[config.mk]
export PLATFORM = sky130hd
export DESIGN_NAME = pc_gen_unit
export DESIGN_NICKNAME = d
export VERILOG_FILES = /design/src/rtl/pc_gen_pkg.sv /design/src/rtl/pc_next_mux.sv /design/src/rtl/pc_gen_unit.sv
export SDC_FILE = /design/constraint.sdc
export NUM_CORES = 1
export LEC_CHECK = 0
export ABC_AREA = 1
export CORE_ASPECT_RATIO = 1.5
export CORE_MARGIN = 2
export CORE_UTILIZATION = 45
export CTS_BUF_LIST = sky130_fd_sc_hd__clkbuf_4
export DETAILED_ROUTE_END_ITERATION = 12
export GPL_TIMING_DRIVEN = 0
export HOLD_SLACK_MARGIN = 0.1
export PLACE_DENSITY = 0.72
export SYNTH_ARGS = -nofsm -noshare
export SYNTH_HDL_FRONTEND = slang
export SYNTH_SLANG_ARGS = --single-unit
[constraint.sdc]
create_clock -name i_clk -period 1.8 [get_ports i_clk]
set_input_delay 0.36 -clock i_clk [delete_from_list [all_inputs] [get_ports i_clk]]
set_output_delay 0.36 -clock i_clk [all_outputs]
set_load 0.1 [all_outputs]
[src/rtl/pc_gen_pkg.sv]
// Shared types and constants for the fetch-stage PC generator.
package pc_gen_pkg;

  typedef enum logic [1:0] {PCG_BOOT, PCG_RUN, PCG_HOLD} pcg_state_e;

  localparam logic [31:0] PCG_RESET_VEC = 32'h0000_0000;
  localparam logic [1:0]  PC_ALIGN_MASK = 2'b11;

endpackage

[src/rtl/pc_next_mux.sv]
// Combinational next-PC / next-state priority select for pc_gen_unit.
// Target alignment is enforced only when PC_GEN_ALIGN_CHK_EN is defined.
module pc_next_mux
  import pc_gen_pkg::*;
#(
  parameter int XLEN = 32,
  parameter int INC  = 4
) (
  input  pcg_state_e       state,
  input  logic [XLEN-1:0]  pc,
  input  logic [XLEN-1:0]  pend_pc,
  input  logic             stall_f,
  input  logic             redirect,
  input  logic [XLEN-1:0]  redirect_pc,
  input  logic             pred_taken,
  input  logic [XLEN-1:0]  pred_target,
  input  logic             imem_ready,
  output pcg_state_e       nxt_state,
  output logic [XLEN-1:0]  nxt_pc,
  output logic [XLEN-1:0]  nxt_pend_pc,
  output logic             misalign
);

  logic            advance;
  logic            tgt_load;
  logic            seq_inc;
  logic [XLEN-1:0] tgt;
  logic [XLEN-1:0] tgt_aligned;

  assign advance = (state != PCG_BOOT) & ~stall_f & imem_ready;

  // Redirects and the pending release bypass the stall: a flush must not wait.
  always_comb begin
    nxt_state   = state;
    nxt_pend_pc = pend_pc;
    tgt         = redirect_pc;
    tgt_load    = 1'b0;
    seq_inc     = 1'b0;
    if (redirect && imem_ready) begin
      tgt_load    = 1'b1;
      nxt_pend_pc = '0;
      nxt_state   = PCG_RUN;
    end else if (redirect) begin
      nxt_pend_pc = redirect_pc;
      nxt_state   = PCG_HOLD;
    end else if (state == PCG_HOLD && imem_ready) begin
      tgt         = pend_pc;
      tgt_load    = 1'b1;
      nxt_pend_pc = '0;
      nxt_state   = PCG_RUN;
    end else if (state == PCG_BOOT) begin
      nxt_state   = PCG_RUN;
    end else if (advance) begin
      if (pred_taken) begin
        tgt      = pred_target;
        tgt_load = 1'b1;
      end else begin
        seq_inc  = 1'b1;
      end
    end
  end

`ifdef PC_GEN_ALIGN_CHK_EN
  assign tgt_aligned = {tgt[XLEN-1:2], tgt[1:0] & ~PC_ALIGN_MASK};
  assign misalign    = tgt_load & (|(tgt[1:0] & PC_ALIGN_MASK));
`else
  assign tgt_aligned = tgt;
  assign misalign    = 1'b0;
`endif

  always_comb begin
    nxt_pc = pc;
    if (tgt_load)
      nxt_pc = tgt_aligned;
    else if (seq_inc)
      nxt_pc = pc + XLEN'(INC);
  end

endmodule

[src/rtl/pc_gen_unit.sv]
// Fetch-stage PC generator: boot bubble, predictor targets, redirect with pending latch.
// Optional macro PC_GEN_ALIGN_CHK_EN forces loaded targets word-aligned and flags it on o_misalign.
module pc_gen_unit
  import pc_gen_pkg::*;
#(
  parameter int              XLEN      = 32,
  parameter logic [XLEN-1:0] RESET_VEC = XLEN'(PCG_RESET_VEC),
  parameter int              INC       = 4
) (
  input  logic             i_clk,
  input  logic             i_rst_n,
  input  logic             i_stall_f,
  input  logic             i_redirect,
  input  logic [XLEN-1:0]  i_redirect_pc,
  input  logic             i_pred_taken,
  input  logic [XLEN-1:0]  i_pred_target,
  input  logic             i_imem_ready,
  output logic [XLEN-1:0]  o_pc,
  output logic             o_pc_valid,
  output logic             o_imem_req,
  output logic             o_redirect_pending,
  output logic             o_misalign
);

  pcg_state_e      state, nxt_state;
  logic [XLEN-1:0] pc, nxt_pc;
  logic [XLEN-1:0] pend_pc, nxt_pend_pc;
  logic            misalign_d, misalign_q;

  pc_next_mux #(
    .XLEN (XLEN),
    .INC  (INC)
  ) u_next (
    .state       (state),
    .pc          (pc),
    .pend_pc     (pend_pc),
    .stall_f     (i_stall_f),
    .redirect    (i_redirect),
    .redirect_pc (i_redirect_pc),
    .pred_taken  (i_pred_taken),
    .pred_target (i_pred_target),
    .imem_ready  (i_imem_ready),
    .nxt_state   (nxt_state),
    .nxt_pc      (nxt_pc),
    .nxt_pend_pc (nxt_pend_pc),
    .misalign    (misalign_d)
  );

  always_ff @(posedge i_clk or negedge i_rst_n) begin
    if (!i_rst_n) begin
      state      <= PCG_BOOT;
      pc         <= RESET_VEC;
      pend_pc    <= '0;
      misalign_q <= 1'b0;
    end else begin
      state      <= nxt_state;
      pc         <= nxt_pc;
      pend_pc    <= nxt_pend_pc;
      misalign_q <= misalign_d;
    end
  end

  assign o_pc               = pc;
  assign o_pc_valid         = (state != PCG_BOOT);
  assign o_imem_req         = o_pc_valid & ~i_stall_f;
  assign o_redirect_pending = (state == PCG_HOLD);
  assign o_misalign         = misalign_q;

endmodule

* Yosys cells after proc, flatten, opt, wreduce, memory -nomap -nowiden *
Cells that the tools add are included.

cells by class
  add/sub/neg operators = 1
  equal/unequal tests = 1
  muxes and demuxes = 27
  bitwise logic cells = 3
  reductions and logical operators = 7

operator list
  cell                                           count
  two-way mux 32 bit                             11
  adder 32 x 3 -> 32 bit, second input constant  1
  two-way mux 1 bit                              12
  two-way mux 2 bit                              4
  nonzero test 2 bit                             2
  nonzero test 4 bit                             1
  nonzero test 3 bit                             1
  AND 1 bit                                      2
  == test 2 bit, second input constant           1
  logical AND 1 bit                              2
  logical NOT 2 bit                              1
  inverter 1 bit                                 1

storage, ports and cells
  register bits = 66
  input port bits = 70
  output and inout port bits = 36
  logic and storage cells = 42

* Logic depth before layout (Yosys ltp) *
  depth in word-level cells = 10
  gate-level depth with buffers = 12
  gate-level depth less buffers = 12

* Cells and area by module *
A second synthesis with hierarchy kept.

second synthesis, totals
  cells, all modules = 662
  area, all modules = 4312.9 um^2

modules (own cells, without submodules)
  module       instances  cells each  area each (um^2)  seq. area each (um^2)
  pc_next_mux  1          590         2617.5            0.0
  pc_gen_unit  1          72          1695.4            1676.6

* Worst setup path after synthesis *
OpenSTA, ideal clock, no wires.

  path kind = register -> register
  from = register pc[2], in the netlist o_pc[2]
  to = register pc[20], in the netlist o_pc[20]
  setup time = 130 ps
  arrival = 2211 ps
  required time = 1670 ps
  path slack = -541 ps
  stages on the path, launching flop included = 11
  path buffers = 0
  clock period less this slack = 2341 ps
  cells stage by stage = dfrtp_1 > ha_1 > inv_1 > nor2_2 > nand2_1 > nor2_1 > nand3_1 > nor2_1 > nand2_1 > nand3_1 > nand3_1

on the way
  word-level cells in the longest chain between the ends = 3

RTL lines
  item                      line               source
  start: declaration        pc_gen_unit.sv:26  logic [XLEN-1:0] pc, nxt_pc;
  start signal: assignment  pc_gen_unit.sv:57  pc <= nxt_pc;
  adder 32 x 3 -> 32 bit    pc_next_mux.sv:76  nxt_pc = pc + XLEN'(INC);
  two-way mux 32 bit        pc_next_mux.sv:75  else if (seq_inc)
  two-way mux 32 bit        pc_next_mux.sv:73  if (tgt_load)

Every way passes these cells. The select of a mux whose other input is x is not followed.
A chain may end at the register's enable or synchronous reset.

* Worst setup path after layout *
  from = register state[1]
  to = output port o_imem_req

on the way
  word-level cells in the longest chain between the ends = 2

RTL lines
  item                      line               source
  start: declaration        pc_gen_unit.sv:25  pcg_state_e state, nxt_state;
  start signal: assignment  pc_gen_unit.sv:56  state <= nxt_state;
  nonzero test 2 bit        pc_gen_unit.sv:64  assign o_pc_valid = (state != PCG_BOOT);
  AND 1 bit                 pc_gen_unit.sv:65  assign o_imem_req = o_pc_valid & ~i_stall_f;
  end: declaration          pc_gen_unit.sv:20  output logic o_imem_req,

Every way passes these cells.

==> results.ini <==
[sta]
rsz0062_at_grt = yes
finalCritPeriodShare = 0.992
maxSlewHeadroom = 0.415
finalSetupViolations = 0
worst_pin_slew_ns = 0.877
max_freq_mhz = 560
min_period_ns = 1.79
finClkSkew_ns = 0.0222
slew_viol_final = 0
fin_tns_setup_ns = 0
finalHoldViolations = 0

[floorplan]
die-area_um2 = 11800
start_util = 0.463
die_y_um = 132
core_area_um2 = 10600
io_pins = 106
rows = 46
fp.dieW_um = 89.5

[placed_design]
routabilityCongestion = 0.917
dp_cells = 1044
io_buffers = 102
postPlaceCellArea_um2 = 6180
dp_hpwl_um = 13700

[grt]
grt_pass1_wl_um = 28300
grt_usage = 0.311
grt_max_degree = 67
antenna_found_initial = 1
grt_pass1_vias = 5690
grt_remaining_overflow = 0

[clocking]
cts_tree = built
cts_root_buffer = clkbuf_4
cts_buffer_depth = 2
h-tree-depth = 3
cts_buffers = 9
clkTransAtPathRegs_ns = 0.12
clock_latency_ns = 0.45
cts_num_sinks = 66

[synthesis]
syn_area_um2 = 4930
synthCells = 798
yosysSeqAreaShare = 0.335
syn_nets = 869
synth_flop_cell = dfrtp_1
ys_async_sr_fraction = 1.00
synth.distinct_cells = 37
ys_seq_elements = 66
synth_area_per_cell_um2 = 6.18
synth_warnings = 0
synth-edff-count = 0

[setup_path]
cp_max_fo = 10
path_class = reg2out
startpoint_type = register
end_kind = output pin
crit_arrival_ns = 1.43
cp.required_ns = 1.44

[drt]
drt-initial-drc-count = 394
viasPerCell = 5.30
wl_per_cell_um = 16.5
vias = 5643
drcViolationCount = 0
postRouteAntennaNets = 0
drt_first_pass_iters = 5
finalWirelength_um = 17600

[layout]
final_layout_size_suffix_gt1_frac = 0.153
final_cell_area_um2 = 6300
final_cells = 1065
layout-area-overhead-vs-synth_pct = 27.7
nets = 986

[run_status]
outcome = finished, final reports clean

[power]
p_leak_nw = 3.07
peakVddDrop_v = 0.000555
cellPowerDensity_nw_per_um2 = 901

[flow_run]
drv_cap = 0

[worst_hold_path]
min_path_type = in2reg

power by group:
part	switching, W	internal [W]
Clock	0.000562	0.000569
Combinational	0.00195	0.000623
Sequential	0.000257	0.00171
cells in the mapped netlist (9+ instances only):
library cell  instances  area [µm²]
a21oi_1              32         160
dfrtp_1              66        1650
o21ai_0              31         155
nand3b_1             10        75.1
inv_1                88         330
o211ai_1              9        67.6
o22ai_1              17         106
buf_2                18        90.1
nand2_1             288        1080
nand3_1              72         360
nor2_1               85         319
nor3_1               18        90.1
clkbuf_1             12        45.0
per-stage QoR:
stage / setup slack (ns) / util / hold WS [ns] / total power, W
4_1_cts: -0.0466 / 0.590 / 0.305 / 0.00570
2_1_floorplan: 0.00634 / - / 0.0644 / 0.00382
5_1_grt: -0.0387 / 0.591 / 0.350 / 0.00595
3_3_place_gp: -2.42 / 0.581 / 0.464 / 0.00462
6_report: 0.0140 / 0.591 / 0.325 / 0.00567
3_5_place_dp: -0.925 / 0.581 / 0.473 / 0.00466
state kept, by name, summed over array words and instances (netlist names):
signal / cells
pend_pc: 32
state: 2
o_pc: 32
worst max-delay path, cell delays in order (launching register included):
cell and delay [ns]:
dfrtp_2 0.42, nor2_1 0.06, nor2_2 0.12, buf_4 0.21
buf_12 0.19
layer usage:
| layer | track usage | wire (µm) | up-vias |
|---|---|---|---|
| met1 | 0.377 | 7010 | 2609 |
| met4 | 0.154 | 711 | 0 |
| met5 | 0 | 0 | - |
| li1 | - | - | 2781 |
| met3 | 0.0244 | 804 | 38 |
| met2 | 0.536 | 9030 | 215 |
path summary, 6_finish.rpt:
path	startpoint	slack (ns)	endpoint	cells after the start
hold reg to reg	pend_pc[1]	0.50	pend_pc[1]	2
max in group asynchronous	i_rst_n	0.57	o_pc[2]	2
setup reg to reg	state[1]	0.03	o_pc[6]	11
hold / removal	i_imem_ready	0.33	pend_pc[21]	4
min in group asynchronous	i_rst_n	0.58	pend_pc[5]	2
setup / recovery	state[1]	0.01	o_imem_req	4
timing repair:
| item | CTS | global route |
|---|---|---|
| pin swaps | 1 | 2 |
| setup buffers | 3 | 0 |
| endpoints found under the hold margin | 66 | 0 |
| gates resized for setup | 178 | 28 |
| hold buffers | 1 | 0 |
| endpoints found under the setup margin | 70 | 39 |
area by class of cell:
class	instances	area, µm²
Fill cell	1066	4350
Multi-Input combinational cell	599	2780
Sequential cell	66	1690
Timing Repair Buffer	106	912
Inverter	94	355
Buffer	39	215
Tap cell	144	180
Clock inverter	6	81.3
Clock buffer	10	75.1
Antenna cell	1	2.50
logic make-up (layout without fill, tap and decap cells):
family                     Yosys count  after routing  share of synthesized area
AOI/OAI and AO/OA                   99             99                      0.113
xor gates and xnor gates             4              4                    0.00711
adders and majority gates            1              1                    0.00254
buffers and inverters              133            255                      0.112
DFF                                 66             66                      0.335
other                                1              2                   0.000761
and+or+nand+nor                    494            494                      0.429
cells in the final DEF, fill, tap and decap left out, types with 6 or more instances in the layout:
cell type,netlist,routed
clkbuf_1,12,9
nor2_1,85,82
buf_2,18,44
o21ai_0,31,30
o211ai_1,9,9
inv_1,88,86
nand3_1,72,70
o22ai_1,17,17
dfrtp_1,66,39
nand4_1,6,6
nand2_1,288,286
clkdlybuf4s50_1,0,66
inv_2,5,7
a21oi_1,32,32
nor3_1,18,18
clkbuf_4,0,12
buf_4,4,12
nand3b_1,10,10
dfrtp_2,0,25
(Power assumes the default switching activity.)
